==> config.mk <==
export PLATFORM = sky130hd
export DESIGN_NAME = fifo_rd_stream
export DESIGN_NICKNAME = d
export VERILOG_FILES = /design/src/rtl/async_fifo_pkg.sv /design/src/rtl/rd_skid_buf.sv /design/src/rtl/fifo_rd_stream.sv
export SDC_FILE = /design/constraint.sdc
export NUM_CORES = 1
export LEC_CHECK = 0
export CAP_MARGIN = 20
export CORE_ASPECT_RATIO = 0.5
export CORE_MARGIN = 10
export CORE_UTILIZATION = 54
export DETAILED_ROUTE_END_ITERATION = 7
export PLACE_DENSITY = 0.85
export SKIP_LAST_GASP = 1
export SLEW_MARGIN = 10
export SYNTH_ARGS = -nofsm -noshare
export SYNTH_HDL_FRONTEND = slang
export SYNTH_SLANG_ARGS = --single-unit
==> constraint.sdc <==
create_clock -name rclk -period 7.1 [get_ports rclk]
set_clock_uncertainty 0.2 [all_clocks]
set_input_delay 1.42 -clock rclk [delete_from_list [all_inputs] [get_ports rclk]]
set_output_delay 1.42 -clock rclk [all_outputs]
set_load 0.05 [all_outputs]
==> src/rtl/async_fifo_pkg.sv <==
`default_nettype none
// ============================================================================
//  Module      : async_fifo_pkg
//  Description : Shared constants and types for async_fifo and its read-side
//                drain engine (fifo_rd_stream / rd_skid_buf).
//  Revision    : 1.0 - initial release
// ============================================================================
package async_fifo_pkg;

  // Default geometry shared with async_fifo
  localparam int DSIZE_DEF    = 8;
  localparam int ASIZE_DEF    = 4;

  // Depth of the read-side output buffer
  localparam int RD_BUF_DEPTH = 2;

  // Output buffer occupancy: 0, 1 or 2 words
  typedef logic [1:0] rd_occ_t;

  localparam rd_occ_t OCC_EMPTY = 2'd0;
  localparam rd_occ_t OCC_ONE   = 2'd1;
  localparam rd_occ_t OCC_FULL  = 2'(RD_BUF_DEPTH);

endpackage : async_fifo_pkg
`default_nettype wire

==> src/rtl/rd_skid_buf.sv <==
`default_nettype none
// ============================================================================
//  Module      : rd_skid_buf
//  Description : Two-slot output buffer. slot0 is the head and drives the
//                stream data; slot1 holds the second word. Occupancy, valid
//                and data are all registered. Flush empties the buffer.
//  Revision    : 1.0 - initial release
// ============================================================================
module rd_skid_buf
  import async_fifo_pkg::*;
#(
  parameter int DSIZE = DSIZE_DEF
) (
  input  logic             clk_i,
  input  logic             rst_ni,
  input  logic             push_i,
  input  logic [DSIZE-1:0] push_data_i,
  input  logic             ready_i,
  input  logic             flush_i,
  output rd_occ_t          cnt_o,
  output logic             valid_o,
  output logic [DSIZE-1:0] data_o
);

  rd_occ_t          cnt_q,   cnt_d;
  logic [DSIZE-1:0] slot0_q, slot0_d;
  logic [DSIZE-1:0] slot1_q, slot1_d;
  logic             valid_q, valid_d;
  logic             w_pop;

  // A word leaves only when presented and accepted; flush overrides acceptance
  assign w_pop = valid_q & ready_i & ~flush_i;

  // Next-state for occupancy and slots
  always_comb begin
    cnt_d   = cnt_q;
    slot0_d = slot0_q;
    slot1_d = slot1_q;
    if (flush_i) begin
      // Buffered words are discarded; slot contents are don't-care once empty
      cnt_d = OCC_EMPTY;
    end else begin
      case ({push_i, w_pop})
        2'b10: begin
          if (cnt_q == OCC_EMPTY) begin
            slot0_d = push_data_i;
          end else if (cnt_q == OCC_ONE) begin
            slot1_d = push_data_i;
          end
          if (cnt_q != OCC_FULL) begin
            cnt_d = cnt_q + 2'd1;
          end
        end
        2'b01: begin
          slot0_d = slot1_q;
          cnt_d   = cnt_q - 2'd1;
        end
        2'b11: begin
          // Push gating keeps this at cnt=1; the full case shifts safely anyway
          if (cnt_q == OCC_FULL) begin
            slot0_d = slot1_q;
            slot1_d = push_data_i;
          end else begin
            slot0_d = push_data_i;
          end
        end
        default: begin
        end
      endcase
    end
    valid_d = (cnt_d != OCC_EMPTY);
  end

  // Buffer state registers, cleared asynchronously
  always_ff @(posedge clk_i or negedge rst_ni) begin
    if (!rst_ni) begin
      cnt_q   <= OCC_EMPTY;
      slot0_q <= '0;
      slot1_q <= '0;
      valid_q <= 1'b0;
    end else begin
      cnt_q   <= cnt_d;
      slot0_q <= slot0_d;
      slot1_q <= slot1_d;
      valid_q <= valid_d;
    end
  end

  assign cnt_o   = cnt_q;
  assign valid_o = valid_q;
  assign data_o  = slot0_q;

endmodule : rd_skid_buf
`default_nettype wire

==> src/rtl/fifo_rd_stream.sv <==
`default_nettype none
// ============================================================================
//  Module      : fifo_rd_stream
//  Description : Read-domain drain engine for async_fifo. Pops the FIFO read
//                port into a two-slot buffer and presents a valid/ready
//                stream. m_ready never reaches rinc combinationally; rinc
//                depends only on registered occupancy and drain_en/flush/
//                rempty. Also provides a wrapping pop counter and idle flag.
//  Revision    : 1.0 - initial release
// ============================================================================
module fifo_rd_stream
  import async_fifo_pkg::*;
#(
  parameter int DSIZE = DSIZE_DEF,
  parameter int CNT_W = 16
) (
  input  logic             rclk,
  input  logic             rrst_n,
  input  logic             rempty,
  input  logic [DSIZE-1:0] rdata,
  output logic             rinc,
  output logic             m_valid,
  input  logic             m_ready,
  output logic [DSIZE-1:0] m_data,
  input  logic             drain_en,
  input  logic             flush,
  output logic [CNT_W-1:0] pop_count,
  output logic             idle
);

  rd_occ_t          w_cnt;
  logic             w_rinc;
  logic [CNT_W-1:0] pop_count_q, pop_count_d;

  // Pop whenever allowed, not flushing, data present and a slot is free.
  // Reset gating keeps the strobe low while the buffer is held cleared.
  assign w_rinc = rrst_n & drain_en & ~flush & ~rempty & (w_cnt != OCC_FULL);

  rd_skid_buf #(
    .DSIZE (DSIZE)
  ) u_buf (
    .clk_i       (rclk),
    .rst_ni      (rrst_n),
    .push_i      (w_rinc),
    .push_data_i (rdata),
    .ready_i     (m_ready),
    .flush_i     (flush),
    .cnt_o       (w_cnt),
    .valid_o     (m_valid),
    .data_o      (m_data)
  );

  // Pop counter next value: count every FIFO pop, wrapping naturally
  always_comb begin
    pop_count_d = pop_count_q;
    if (w_rinc) begin
      pop_count_d = pop_count_q + CNT_W'(1);
    end
  end

  // Pop counter register; only reset clears it, flush leaves it alone
  always_ff @(posedge rclk or negedge rrst_n) begin
    if (!rrst_n) begin
      pop_count_q <= '0;
    end else begin
      pop_count_q <= pop_count_d;
    end
  end

  assign rinc      = w_rinc;
  assign pop_count = pop_count_q;
  assign idle      = (w_cnt == OCC_EMPTY) & rempty;

endmodule : fifo_rd_stream
`default_nettype wire
# ---- Word level (Yosys, flattened, before mapping)
# Cells that the tools add are included.
# W data, S select, Z words.
dict set report word_totals {
  ff_bits 35
  output_inout_bits 27
  wordCells 43
}
dict set report op_classes {
  add_sub_neg 3
  eq_ne 10
  muxes 10
  n_bitwise 9
  n_reduce_logical 6
}
# operator count
set op_table {}
lappend op_table {{$mux W8} 5}
lappend op_table {{$pmux W8 S3} 1}
lappend op_table {{$add A16 B1 Y16 const B} 1}
lappend op_table {{$pmux W8 S2} 1}
lappend op_table {{$and A1 B1 Y1} 7}
lappend op_table {{$eq A2 B2 Y1 const B} 3}
lappend op_table {{$ne A2 B2 Y1 const B} 3}
lappend op_table {{$reduce_and A5 Y1} 1}
lappend op_table {{$eq A2 B1 Y1 const B} 2}
lappend op_table {{$mux W2} 2}
lappend op_table {{$ne A2 B1 Y1 const B} 2}
lappend op_table {{$pmux W2 S2} 1}
lappend op_table {{$reduce_bool A2 Y1} 2}
lappend op_table {{$reduce_and A3 Y1} 1}
lappend op_table {{$reduce_bool A3 Y1} 1}
lappend op_table {{$add A2 B1 Y2 const B} 1}
lappend op_table {{$logic_not A2 Y1} 1}
lappend op_table {{$not A1 Y1} 2}
lappend op_table {{$sub A2 B1 Y2 const B} 1}

# ---- Depth between registers and ports, before layout
# Gate-level depths: netlist of the first run.
dict set report logic_depth {
  ltp_word 8
  mapped_depth 12
  mapped_depth_nobuf 10
}

# ---- Hierarchy
# Synthesis of the first run repeated with hierarchy kept, for this count alone.
dict set report hier_totals {
  hier_cells 137
  area_unflattened_um2 1706.6
}
# mod n_inst cells_each area_each_um2 seq_area_each_um2
set modules_own_cells {}
lappend modules_own_cells {rd_skid_buf 1 72 955.9 475.5}
lappend modules_own_cells {fifo_rd_stream 1 65 750.7 400.4}

# ---- Least setup slack after synthesis of the first run
# No wires, ideal clock.
dict set report synth_path {
  path_type {input to output}
  from {input drain_en}
  to {output rinc}
  arrival_ns 2.014
  slack_ns 3.466
  stages 4
  path_buffers 1
  cell_sequence {nor2b_1 > nand3_2 > inv_1 > buf_6}
}
dict set report synth_between {
  elab_chain_cells 4
}
# item line
set synth_rtl {}
lappend synth_rtl {{start, declared} fifo_rd_stream.sv:25} ;# input logic drain_en,
lappend synth_rtl {{$and A1 B1 Y1 (4 in series)} fifo_rd_stream.sv:37} ;# assign w_rinc = rrst_n & drain_en & ~flush & ~rempty & (w_cnt != OCC_FULL);
lappend synth_rtl {{end, declared} fifo_rd_stream.sv:21} ;# output logic rinc,
# No other way between the ends.

# ---- Worst setup path in the final report of the first run
dict set report layout_path {
  from {input rrst_n}
  to {output rinc}
}
dict set report layout_between {
  elab_chain_cells 4
}
# item line
set layout_rtl {}
lappend layout_rtl {{start, declared} fifo_rd_stream.sv:18} ;# input logic rrst_n,
lappend layout_rtl {{$and A1 B1 Y1 (4 in series)} fifo_rd_stream.sv:37}
# No other way between the ends.

==> qor.yml, run 1 <==
run_status:
  status: "complete, no violations"
worst_setup_path:
  endpoint: "rinc"
  worstPathRequired_ns: 5.48
  crit_arrival_ns: 3.64
  crit_type: "in -> out"
  startpoint_type: "primary input"
  r2r_cells: 9
  end_kind: "primary output"
  cp_max_fo: 37
  path_cells: "buf_2 > nand3_2 > inv_1 > clkdlybuf4s50_1"
  regToRegStartpoint: "u_buf.cnt_o[0]$_DFF_PN0_"
  critical-path-max-stage-delay_ns: 0.90
  critPathLaunch: "rrst_n"
  slowest_stage: "clkdlybuf4s50_1"
  r2r-end: "u_buf.slot1_q[7]$_DFFE_PN0P_"
  reg2reg_slack_ns: 4.10
clocking:
  cts_resized: 0
  cts_buffers: 5
  clk_latency_ns: 0.28
  clk_pin_slew_worst_paths_ns: 0.06
  cts_num_sinks: 35
  cts_tree: "done"
  cts-root-buf: "clkbuf_8"
  cts_hold_buf: 0
  cts_htree_levels: 2
  postCtsSetupRepairBufs: 0
  cts_buffer_depth: 2
sta:
  fmax_mhz: 190
  finalCritPeriodShare_pct: 74.1
  fin_crit_ns: 5.26
  worstMarginPinSlew_ns: 0.805
  maxSlewHeadroom_pct: 46.3
  fin_setup_tns_ns: 0
  final-hold-violation-count: 0
  rsz0062_at_grt: "no"
  drv_slew: 0
  timing.hold.ws_ns: 0.288
  setup_viol: 0
power_and_ir_drop:
  leakage_uw: 0.00100
  vdd_drop_max_mv: 0.206
  power_per_cell_area_nw_per_um2: 264
logic_synthesis:
  synthesis.nets: 174
  synth_edf_count: 0
  ys_seq_elements: 35
  syn_area_um2: 1850
  async_flop_share_pct: 100
  ys.flop_type: "dfrtp_1"
  syn_inst: 151
  yosysUniqueCellTypes: 36
  synth_area_leaders: "dfrtp_1 (47%), xnor2_1 (6.6%), ha_1 (6.1%), a22oi_2 (5.4%), mux2_2 (4.9%)"
  yosys_warnings: 0
  yosys.area.top_type: "dfrtp_1"
  synth.yosys.seq_area_share_pct: 47.4
  yosysTopAreaCellShare_pct: 47.4
  synth_area_per_cell_um2: 12.2
routing:
  drtPass1Iterations: 4
  via_per_inst: 5.49
  wl_per_cell_um: 16.3
  route.detailed.drc: 0
  drt_wl_total_um: 3870
  ant_nets: 0
  drt_iter0_markers: 46
  vias: 1302
placed_design:
  port-buffer-count: 40
  place_inst: 229
  place.gp.congestion: 0.854
  hpwl_um: 2920
floorplan:
  dieArea_um2: 6300
  die-width_um: 103
  die_h_um: 61.4
  start_util_pct: 58.9
  core_area_um2: 3140
  pin_count: 41
  rows: 14
global_routing:
  grt_overflow_total: 0
  grt_pass1_vias: 1324
  grt_pass1_wl_um: 6390
  grt_antenna_before_repair: 0
  grtUsageTotal_pct: 13.1
  grt_max_degree: 38
min_path:
  hp-class: "reg -> reg"
layout:
  fin_cells: 237
  fin_nets: 219
  syn2layout_area_growth_pct: 26.8
  final_cell_mix: "clkdlybuf4s50_1 (39), dfrtp_1 (35), xnor2_1 (14)"
  final_common_cell: "clkdlybuf4s50_1"
  utilization_pct: 74.7
  drive_gt1_share_pct: 22.8
  antenna_cells: 0
job:
  cap_violations: 0
[state kept, by name, indices dropped and copies added, names as in the netlist]
register and flops:
u_buf.valid_o 1, u_buf.data_o 8, u_buf.cnt_o 2, pop_count 16, u_buf.slot1_q 8
[worst min path at each step]
stage | to | cells past startpoint | from | slack, ns
floorplan | u_buf.slot1_q[0]$_DFFE_PN0P_ | 1 | u_buf.slot1_q[0]$_DFFE_PN0P_ | 0.30
global placement | pop_count[15]$_DFFE_PN0P_ | 1 | pop_count[15]$_DFFE_PN0P_ | 0.26
detailed placement | pop_count[11]$_DFFE_PN0P_ | 1 | pop_count[11]$_DFFE_PN0P_ | 0.29
CTS | pop_count[11]$_DFFE_PN0P_ | 1 | pop_count[11]$_DFFE_PN0P_ | 0.30
global route | pop_count[11]$_DFFE_PN0P_ | 1 | pop_count[11]$_DFFE_PN0P_ | 0.32
finish | pop_count[11]$_DFFE_PN0P_ | 1 | pop_count[11]$_DFFE_PN0P_ | 0.29
[stage by stage]
| stage | instance area (um^2) | setup slack, ns | total power, uW |
|---|---|---|---|
| 4_1_cts | 2340 | 1.78 | 625 |
| 3_5_place_dp | 2260 | 1.78 | 488 |
| 6_report | 2340 | 1.84 | 619 |
| 2_1_floorplan | 1850 | 3.47 | 408 |
| 3_3_place_gp | 2260 | 1.83 | 483 |
| 5_1_grt | 2340 | 1.56 | 651 |
[report_power, final]
group,leakage [uW],internal (uW),switching [uW]
Combinational,0.000511,79.7,137
Clock,0.0000422,68.8,68.3
Sequential,0.000449,235,29.5
[Yosys cell counts, types with 3 or more instances]
| library cell | instances |
|---|---|
| a21oi_1 | 3 |
| a21oi_2 | 8 |
| a22oi_2 | 8 |
| and2_1 | 3 |
| and3_1 | 4 |
| dfrtp_1 | 35 |
| ha_1 | 9 |
| inv_1 | 4 |
| mux2_2 | 8 |
| nand2_1 | 7 |
| nand3_1 | 5 |
| nand3_2 | 3 |
| nand4_1 | 6 |
| nor2_1 | 13 |
| xnor2_1 | 14 |
[area by class of cell]
class | instances | area (um^2)
Tap cell | 40 | 50.0
Timing Repair Buffer | 41 | 403
Clock inverter | 1 | 5.00
Sequential cell | 35 | 876
Clock buffer | 7 | 76.3
Inverter | 6 | 27.5
Fill cell | 220 | 793
Multi-Input combinational cell | 107 | 905
[critical path, delay by kind of cell]
family / cells / cell delay [ns]
AND/OR/NAND/NOR: 1 / 0.26
buffers and inverters: 3 / 1.94
[cell families (layout without fill, tap and decap cells)]
kind of cell	after synthesis	count (layout)	synth area share, %
fa+ha+maj	9	9	6.10
simple gates	50	50	17.5
buf+inv	9	55	3.59
flops	35	35	47.4
xor+xnor	15	15	7.11
compound gates	24	24	12.9
mux	9	9	5.42
[metal layers]
metal | vias up | share of wire, % | track usage [%]
li1 | 621 | - | -
met5 | - | 0 | 0
met4 | 0 | 1.0 | 5.78
met2 | 40 | 49 | 22.3
met3 | 4 | 8.7 | 5.59
met1 | 637 | 41 | 14.4
Note: power is estimated with default switching activity, not from simulation.
==> run 2, diff against run 1 <==
--- a/config.mk
+++ b/config.mk
@@ -8,9 +8,9 @@
 export CAP_MARGIN = 20
 export CORE_ASPECT_RATIO = 0.5
 export CORE_MARGIN = 10
-export CORE_UTILIZATION = 54
+export CORE_UTILIZATION = 50
 export DETAILED_ROUTE_END_ITERATION = 7
-export PLACE_DENSITY = 0.85
+export PLACE_DENSITY = 0.79
 export SKIP_LAST_GASP = 1
 export SLEW_MARGIN = 10
 export SYNTH_ARGS = -nofsm -noshare
==> constraint.sdc (replaced) <==
create_clock -name rclk -period 5.4 [get_ports rclk]
set_clock_uncertainty 0.2 [all_clocks]
set_input_delay 1.08 -clock rclk [delete_from_list [all_inputs] [get_ports rclk]]
set_output_delay 1.08 -clock rclk [all_outputs]
set_load 0.05 [all_outputs]
==> run 2 against run 1 <==
Core utilization down 7.0 points. Critical path depth up 1. Combinational power up 31%. Sequential power up 32%. Hold slack worse by 0.014 ns. Setup slack worse by 0.95 ns. Flip-flop and latch count unchanged. Via count down 4.5%. Final area up 0.91%. Highest routed layer unchanged.
==> qor.yml, run 2 (synthesis results as in run 1) <==
floorplan:
  die_h_um: 63.0  # was 61.4 um
  start_util_pct: 52.9  # was 58.9%
  rows: 15  # was 14
  die-width_um: 106  # was 103 um
  core_area_um2: 3490  # was 3140 um^2
  pin_count: 41  # unchanged
  dieArea_um2: 6670  # was 6300 um^2
routing:
  vias: 1243  # was 1302
  via_per_inst: 4.99  # was 5.49
  route.detailed.drc: 0  # unchanged
  drt_iter0_markers: 6  # was 46
  drt_wl_total_um: 3870  # about the same
  ant_nets: 0  # unchanged
  wl_per_cell_um: 15.6  # was 16.3 um
  drtPass1Iterations: 3  # was 4
worst_setup_path:
  crit_arrival_ns: 3.24  # was 3.64 ns
  startpoint_type: "primary input"  # unchanged
  crit_family: "buffers and inverters"  # unchanged
  crit_type: "in -> out"  # unchanged
  end_kind: "primary output"  # unchanged
  critical-path-max-stage-delay_ns: 0.90  # about the same
  path_buf_inv: 3  # unchanged
  worstPathRequired_ns: 4.12  # was 5.48 ns
  path_cells: "clkdlybuf4s50_1 > nor2_1 > nand3_2 > inv_1 > clkdlybuf4s50_1"  # was buf_2 > nand3_2 > inv_1 > clkdlybuf4s50_1
  cpMostUsedCell: "clkdlybuf4s50_1"
  cp_max_fo: 15  # was 37
  slowest_stage: "clkdlybuf4s50_1"  # unchanged
global_routing:
  grt_max_degree: 37  # was 38
  grt_pass1_wl_um: 6670  # was 6390 um
  grt_pass1_vias: 1331  # was 1324
  grt_antenna_before_repair: 0  # unchanged
  grt_overflow_total: 0  # unchanged
  grtUsageTotal_pct: 12.2  # was 13.1%
sta:
  fin_setup_tns_ns: 0  # unchanged
  drv_slew: 0  # unchanged
  worstMarginPinSlew_ns: 0.504  # was 0.805 ns
  final-hold-violation-count: 0  # unchanged
  setup_viol: 0  # unchanged
  rsz0062_at_grt: "no"  # unchanged
  fmax_mhz: 221
  fin_crit_ns: 4.52
  finalCritPeriodShare_pct: 83.7
  maxSlewHeadroom_pct: 66.3  # was 46.3%
job:
  cap_violations: 0  # unchanged
placed_design:
  place.gp.congestion: 0.808  # was 0.854
  port-buffer-count: 40  # unchanged
  place_inst: 241  # was 229
  hpwl_um: 2830  # was 2920 um
power_and_ir_drop:
  p_int_uw: 505  # was 384 uW
  power.net_switching_uw: 315  # was 235 uW
  vdd_drop_max_mv: 0.228  # was 0.206 mV
  clockPowerShare_pct: 22.7  # was 22.2%
  combPwrFrac_pct: 34.7  # was 35.1%
  power_per_cell_area_nw_per_um2: 347  # was 264 nW/um^2
  seq_power_share_pct: 42.5  # was 42.7%
  p_sw_share_pct: 38.4  # was 38.0%
  leakage_uw: 0.00101  # was 0.00100 uW
clocking:
  cts_htree_levels: 2  # unchanged
  cts_resized: 0  # unchanged
  cts_buffer_depth: 2  # unchanged
  cts-root-buf: "clkbuf_8"  # unchanged
  cts_tree: "done"  # unchanged
  postCtsSetupRepairBufs: 0  # unchanged
  cts_hold_buf: 0  # unchanged
  cts_num_sinks: 35  # unchanged
  cts_buffers: 5  # unchanged
  clk_latency_ns: 0.29  # was 0.28 ns
  clk_pin_slew_worst_paths_ns: 0.07  # was 0.06 ns
layout:
  final_cell_mix: "clkdlybuf4s50_1 (39), dfrtp_1 (35), xnor2_1 (14)"  # unchanged
  final_common_cell: "clkdlybuf4s50_1"  # unchanged
  fin_cells: 249  # was 237
  seq_area_um2: 876  # unchanged
  antenna_cells: 0  # unchanged
  fin_nets: 220  # was 219
  largest_register_ffs: 16  # unchanged
  drive_gt1_share_pct: 23.2  # was 22.8%
  fillers: 277  # was 220
  syn2layout_area_growth_pct: 28.0  # was 26.8%
  multi_input_area_um2: 905  # unchanged
min_path:
  hp-class: "reg -> reg"  # unchanged
run_status:
  status: "complete, no violations"  # unchanged
run 2: cell count changes in the layout (fill, tap and decap cells not counted):
cell,previous run,this run
buf_4,1,2
run 2: final timing paths:
check	startpoint	endpoint	slack, ns	cells past startpoint
worst max register to register	u_buf.cnt_o[0]$_DFF_PN0_	u_buf.slot1_q[1]$_DFFE_PN0P_	2.42	9
worst min register to register	pop_count[15]$_DFFE_PN0P_	pop_count[15]$_DFFE_PN0P_	0.27	1
worst min-delay path	pop_count[15]$_DFFE_PN0P_	pop_count[15]$_DFFE_PN0P_	0.27	1
worst max-delay path	flush	rinc	0.88	5
max in group asynchronous	rrst_n	pop_count[8]$_DFFE_PN0P_	4.02	2
min in group asynchronous	rrst_n	u_buf.cnt_o[1]$_DFF_PN0_	0.65	2
run 2: power groups by stage:
stage               Clock [uW]  Sequential [uW]  Combinational [uW]
floorplan                    0              458                78.4
global placement             0              351                 285
detailed placement           0              355                 287
CTS                        189              350                 289
global route               206              357                 301
finish                     186              349                 285
run 2: final cells by class:
| cell class | instances | share of cell area, % |
|---|---|---|
| inverter | 6 | 1.16 |
| clock buffer | 7 | 3.23 |
| clock inverter | 1 | 0.212 |
| sequential | 35 | 37.1 |
| tap | 51 | 2.70 |
| timing repair buffer | 42 | 17.4 |
| multi-input combinational | 107 | 38.3 |
run 2: through the flow:
stage	utilization (%)	power (uW)	setup slack [ns]	area [um^2]	hold WS, ns
2_1_floorplan	-	537	2.37	1850	0.302
3_3_place_gp	65.4	636	0.941	2280	0.262
3_5_place_dp	65.4	642	0.899	2280	0.267
4_1_cts	67.7	827	0.878	2360	0.276
5_1_grt	67.7	864	0.761	2360	0.314
6_report	67.7	820	0.883	2360	0.274
run 2: worst reg2reg max path, delay by kind of cell, from the launching register on:
kind                       cells  cell delay (ns)
muxes                          1             0.38
buffers and inverters          2             0.50
DFF                            1             0.37
and+or+nand+nor                2             0.30
AOI/OAI and AO/OA              2             0.47
adders and majority gates      2             0.65
run 2: metal layers:
metal / wire length (um) / global-route usage [%] / up-vias
met1: 1800 / 14.4 / 586
met5: 0 / 0 / -
met3: 225 / 4.73 / 8
met4: 68 / 5.03 / 0
li1: - / - / 626
met2: 1780 / 19.3 / 23
==> run 3, diff against run 2 <==
--- a/config.mk
+++ b/config.mk
@@ -8,9 +8,9 @@
 export CAP_MARGIN = 20
 export CORE_ASPECT_RATIO = 0.5
 export CORE_MARGIN = 10
-export CORE_UTILIZATION = 50
+export CORE_UTILIZATION = 45
 export DETAILED_ROUTE_END_ITERATION = 7
-export PLACE_DENSITY = 0.79
+export PLACE_DENSITY = 0.75
 export SKIP_LAST_GASP = 1
 export SLEW_MARGIN = 10
 export SYNTH_ARGS = -nofsm -noshare
==> constraint.sdc (replaced) <==
create_clock -name rclk -period 3.71 [get_ports rclk]
set_clock_uncertainty 0.2 [all_clocks]
set_input_delay 0.742 -clock rclk [delete_from_list [all_inputs] [get_ports rclk]]
set_output_delay 0.742 -clock rclk [all_outputs]
set_load 0.05 [all_outputs]
==> run 3 against run 2 <==
Final area grew 1.4%. Die area grew 8.2%. Global-route usage shrank 1.5 points. Core utilization shrank 6.6 points. Count of clock-buffer cells in the layout shrank 1. Via count grew 2.8%. Combinational power grew 46%. Clock power grew 50%.
==> qor.yml, run 3 (synthesis results as in run 1) <==
run_status:
  status: "complete, no violations"  # unchanged
placed_design:
  place_area_um2: 2310  # was 2280 um^2
  place.gp.congestion: 0.771  # was 0.808
  place_inst: 245  # was 241
  port-buffer-count: 40  # unchanged
  hpwl_um: 2810  # was 2830 um
  post-place-ws_ns: 0.481  # was 0.899 ns
worst_setup_path:
  cp_max_fo: 13  # was 15
  r2r_cells: 9  # unchanged
  worstPathRequired_ns: 2.77  # was 4.12 ns
  startpoint_type: "primary input"  # unchanged
  path_cells: "clkdlybuf4s50_1 > nor2_1 > nand3_2 > inv_1 > buf_4 > buf_12"  # was clkdlybuf4s50_1 > nor2_1 > nand3_2 > inv_1 > clkdlybuf4s50_1
  regToRegStartpoint: "u_buf.cnt_o[0]$_DFF_PN0_"  # unchanged
  end_kind: "primary output"  # unchanged
  crit_arrival_ns: 2.15  # was 3.24 ns
  slowest_stage: "clkdlybuf4s50_1"  # unchanged
  reg2reg_slack_ns: 1.08  # was 2.42 ns
  critical-path-max-stage-delay_ns: 0.53  # was 0.90 ns
  r2r-end: "u_buf.slot1_q[4]$_DFFE_PN0P_"  # was u_buf.slot1_q[1]$_DFFE_PN0P_
  crit_type: "in -> out"  # unchanged
global_routing:
  grt_antenna_before_repair: 0  # unchanged
  grt_pass1_wl_um: 6420  # was 6670 um
  grt_overflow_total: 0  # unchanged
  grt_max_degree: 37  # unchanged
  grt_pass1_vias: 1289  # was 1331
  grtUsageTotal_pct: 10.7  # was 12.2%
sta:
  fin_crit_ns: 3.09
  rsz0062_at_grt: "no"  # unchanged
  final-hold-violation-count: 0  # unchanged
  worstMarginPinSlew_ns: 0.519  # was 0.504 ns
  timing.hold.ws_ns: 0.286  # was 0.274 ns
  setup_slack_ns: 0.616  # was 0.883 ns
  fmax_mhz: 323
  drv_slew: 0  # unchanged
  fin_setup_tns_ns: 0  # unchanged
  finalCritPeriodShare_pct: 83.4
  setup_viol: 0  # unchanged
  maxSlewHeadroom_pct: 65.3  # was 66.3%
routing:
  ant_nets: 0  # unchanged
  wl_per_cell_um: 15.1  # was 15.6 um
  drtPass1Iterations: 4  # was 3
  drt_iter0_markers: 36  # was 6
  via_per_inst: 5.07  # was 4.99
  vias: 1278  # was 1243
  drt_wl_total_um: 3820  # was 3870 um
  route.detailed.drc: 0  # unchanged
job:
  cap_violations: 0  # unchanged
clocking:
  cts_hold_buf: 0  # unchanged
  cts_buffers: 5  # unchanged
  postCtsSetupRepairBufs: 0  # unchanged
  cts_resized: 0  # unchanged
  clk_pin_slew_worst_paths_ns: 0.07  # about the same
  cts_num_sinks: 35  # unchanged
  cts_htree_levels: 2  # unchanged
  cts_buffer_depth: 2  # unchanged
  cts-root-buf: "clkbuf_8"  # unchanged
  clk_latency_ns: 0.28  # was 0.29 ns
  cts_tree: "done"  # unchanged
floorplan:
  core_area_um2: 3920  # was 3490 um^2
  pin_count: 41  # unchanged
  dieArea_um2: 7220  # was 6670 um^2
  rows: 16  # was 15
  start_util_pct: 47.1  # was 52.9%
  die_h_um: 65.3  # was 63.0 um
  die-width_um: 111  # was 106 um
layout:
  seq_area_um2: 876  # unchanged
  fillers: 337  # was 277
  fin_nets: 221  # was 220
  fin_cells: 252  # was 249
  drive_gt1_share_pct: 24.2  # was 23.2%
  syn2layout_area_growth_pct: 29.7  # was 28.0%
  largest_register_ffs: 16  # unchanged
  final_cell_mix: "clkdlybuf4s50_1 (39), dfrtp_1 (35), xnor2_1 (14)"  # unchanged
  final_common_cell: "clkdlybuf4s50_1"  # unchanged
  multi_input_area_um2: 905  # unchanged
  fin_area_um2: 2400  # was 2360 um^2
  antenna_cells: 0  # unchanged
power_and_ir_drop:
  leakage_uw: 0.00102  # was 0.00101 uW
  vdd_drop_max_mv: 0.423  # was 0.228 mV
  power_per_cell_area_nw_per_um2: 501  # was 347 nW/um^2
min_path:
  holdPathStages: 1  # unchanged
  hold_start: "pop_count[11]$_DFFE_PN0P_"  # was pop_count[15]$_DFFE_PN0P_
  hold_path_end: "pop_count[11]$_DFFE_PN0P_"  # was pop_count[15]$_DFFE_PN0P_
  hp-class: "reg -> reg"  # unchanged
-- run 3: cell types whose count changed in the layout (fill, tap and decap cells not counted), sizes merged --
cell / change
buf: +1
clkbuf: -1
-- run 3: layout make-up --
type                            instances  area share (%)
Clock buffer                            6            3.45
Sequential cell                        35            36.6
Multi-Input combinational cell        107            37.8
Tap cell                               54            2.82
Clock inverter                          1           0.209
Inverter                                6            1.15
Timing Repair Buffer                   43            18.1
-- run 3: where the power goes --
group / internal [uW] / total, uW / switching (uW)
sequential: 450 / 506 / 55.8
combinational: 155 / 417 / 262
clock: 146 / 279 / 133
total: 750 / 1200 / 451
-- run 3: per-layer routing --
layer	routed length [um]	GRT usage, %	part of all wire (%)
met1	1750	13.2	46
met2	1800	16.7	47
met3	230	4.44	6.0
met4	35	3.39	0.92
met5	0	0	0
-- run 3: critical path: cells and delay by family --
family,cells,cell delay [ns]
buffers and inverters,4,1.08
AND/OR/NAND/NOR,2,0.33
-- run 3: stage by stage --
stage,utilization (%),power [uW]
2_1_floorplan,-,781
3_3_place_gp,58.8,929
3_5_place_dp,58.8,936
4_1_cts,61.1,1220
5_1_grt,61.1,1270
6_report,61.1,1200
-- run 3: how the worst max path moves through the flow --
stage	start	to
finish	flush	rinc
global route	flush	rinc
CTS	rempty	idle
detailed placement	flush	u_buf.slot1_q[2]$_DFFE_PN0P_
global placement	flush	u_buf.slot1_q[4]$_DFFE_PN0P_
floorplan	drain_en	u_buf.slot1_q[0]$_DFFE_PN0P_
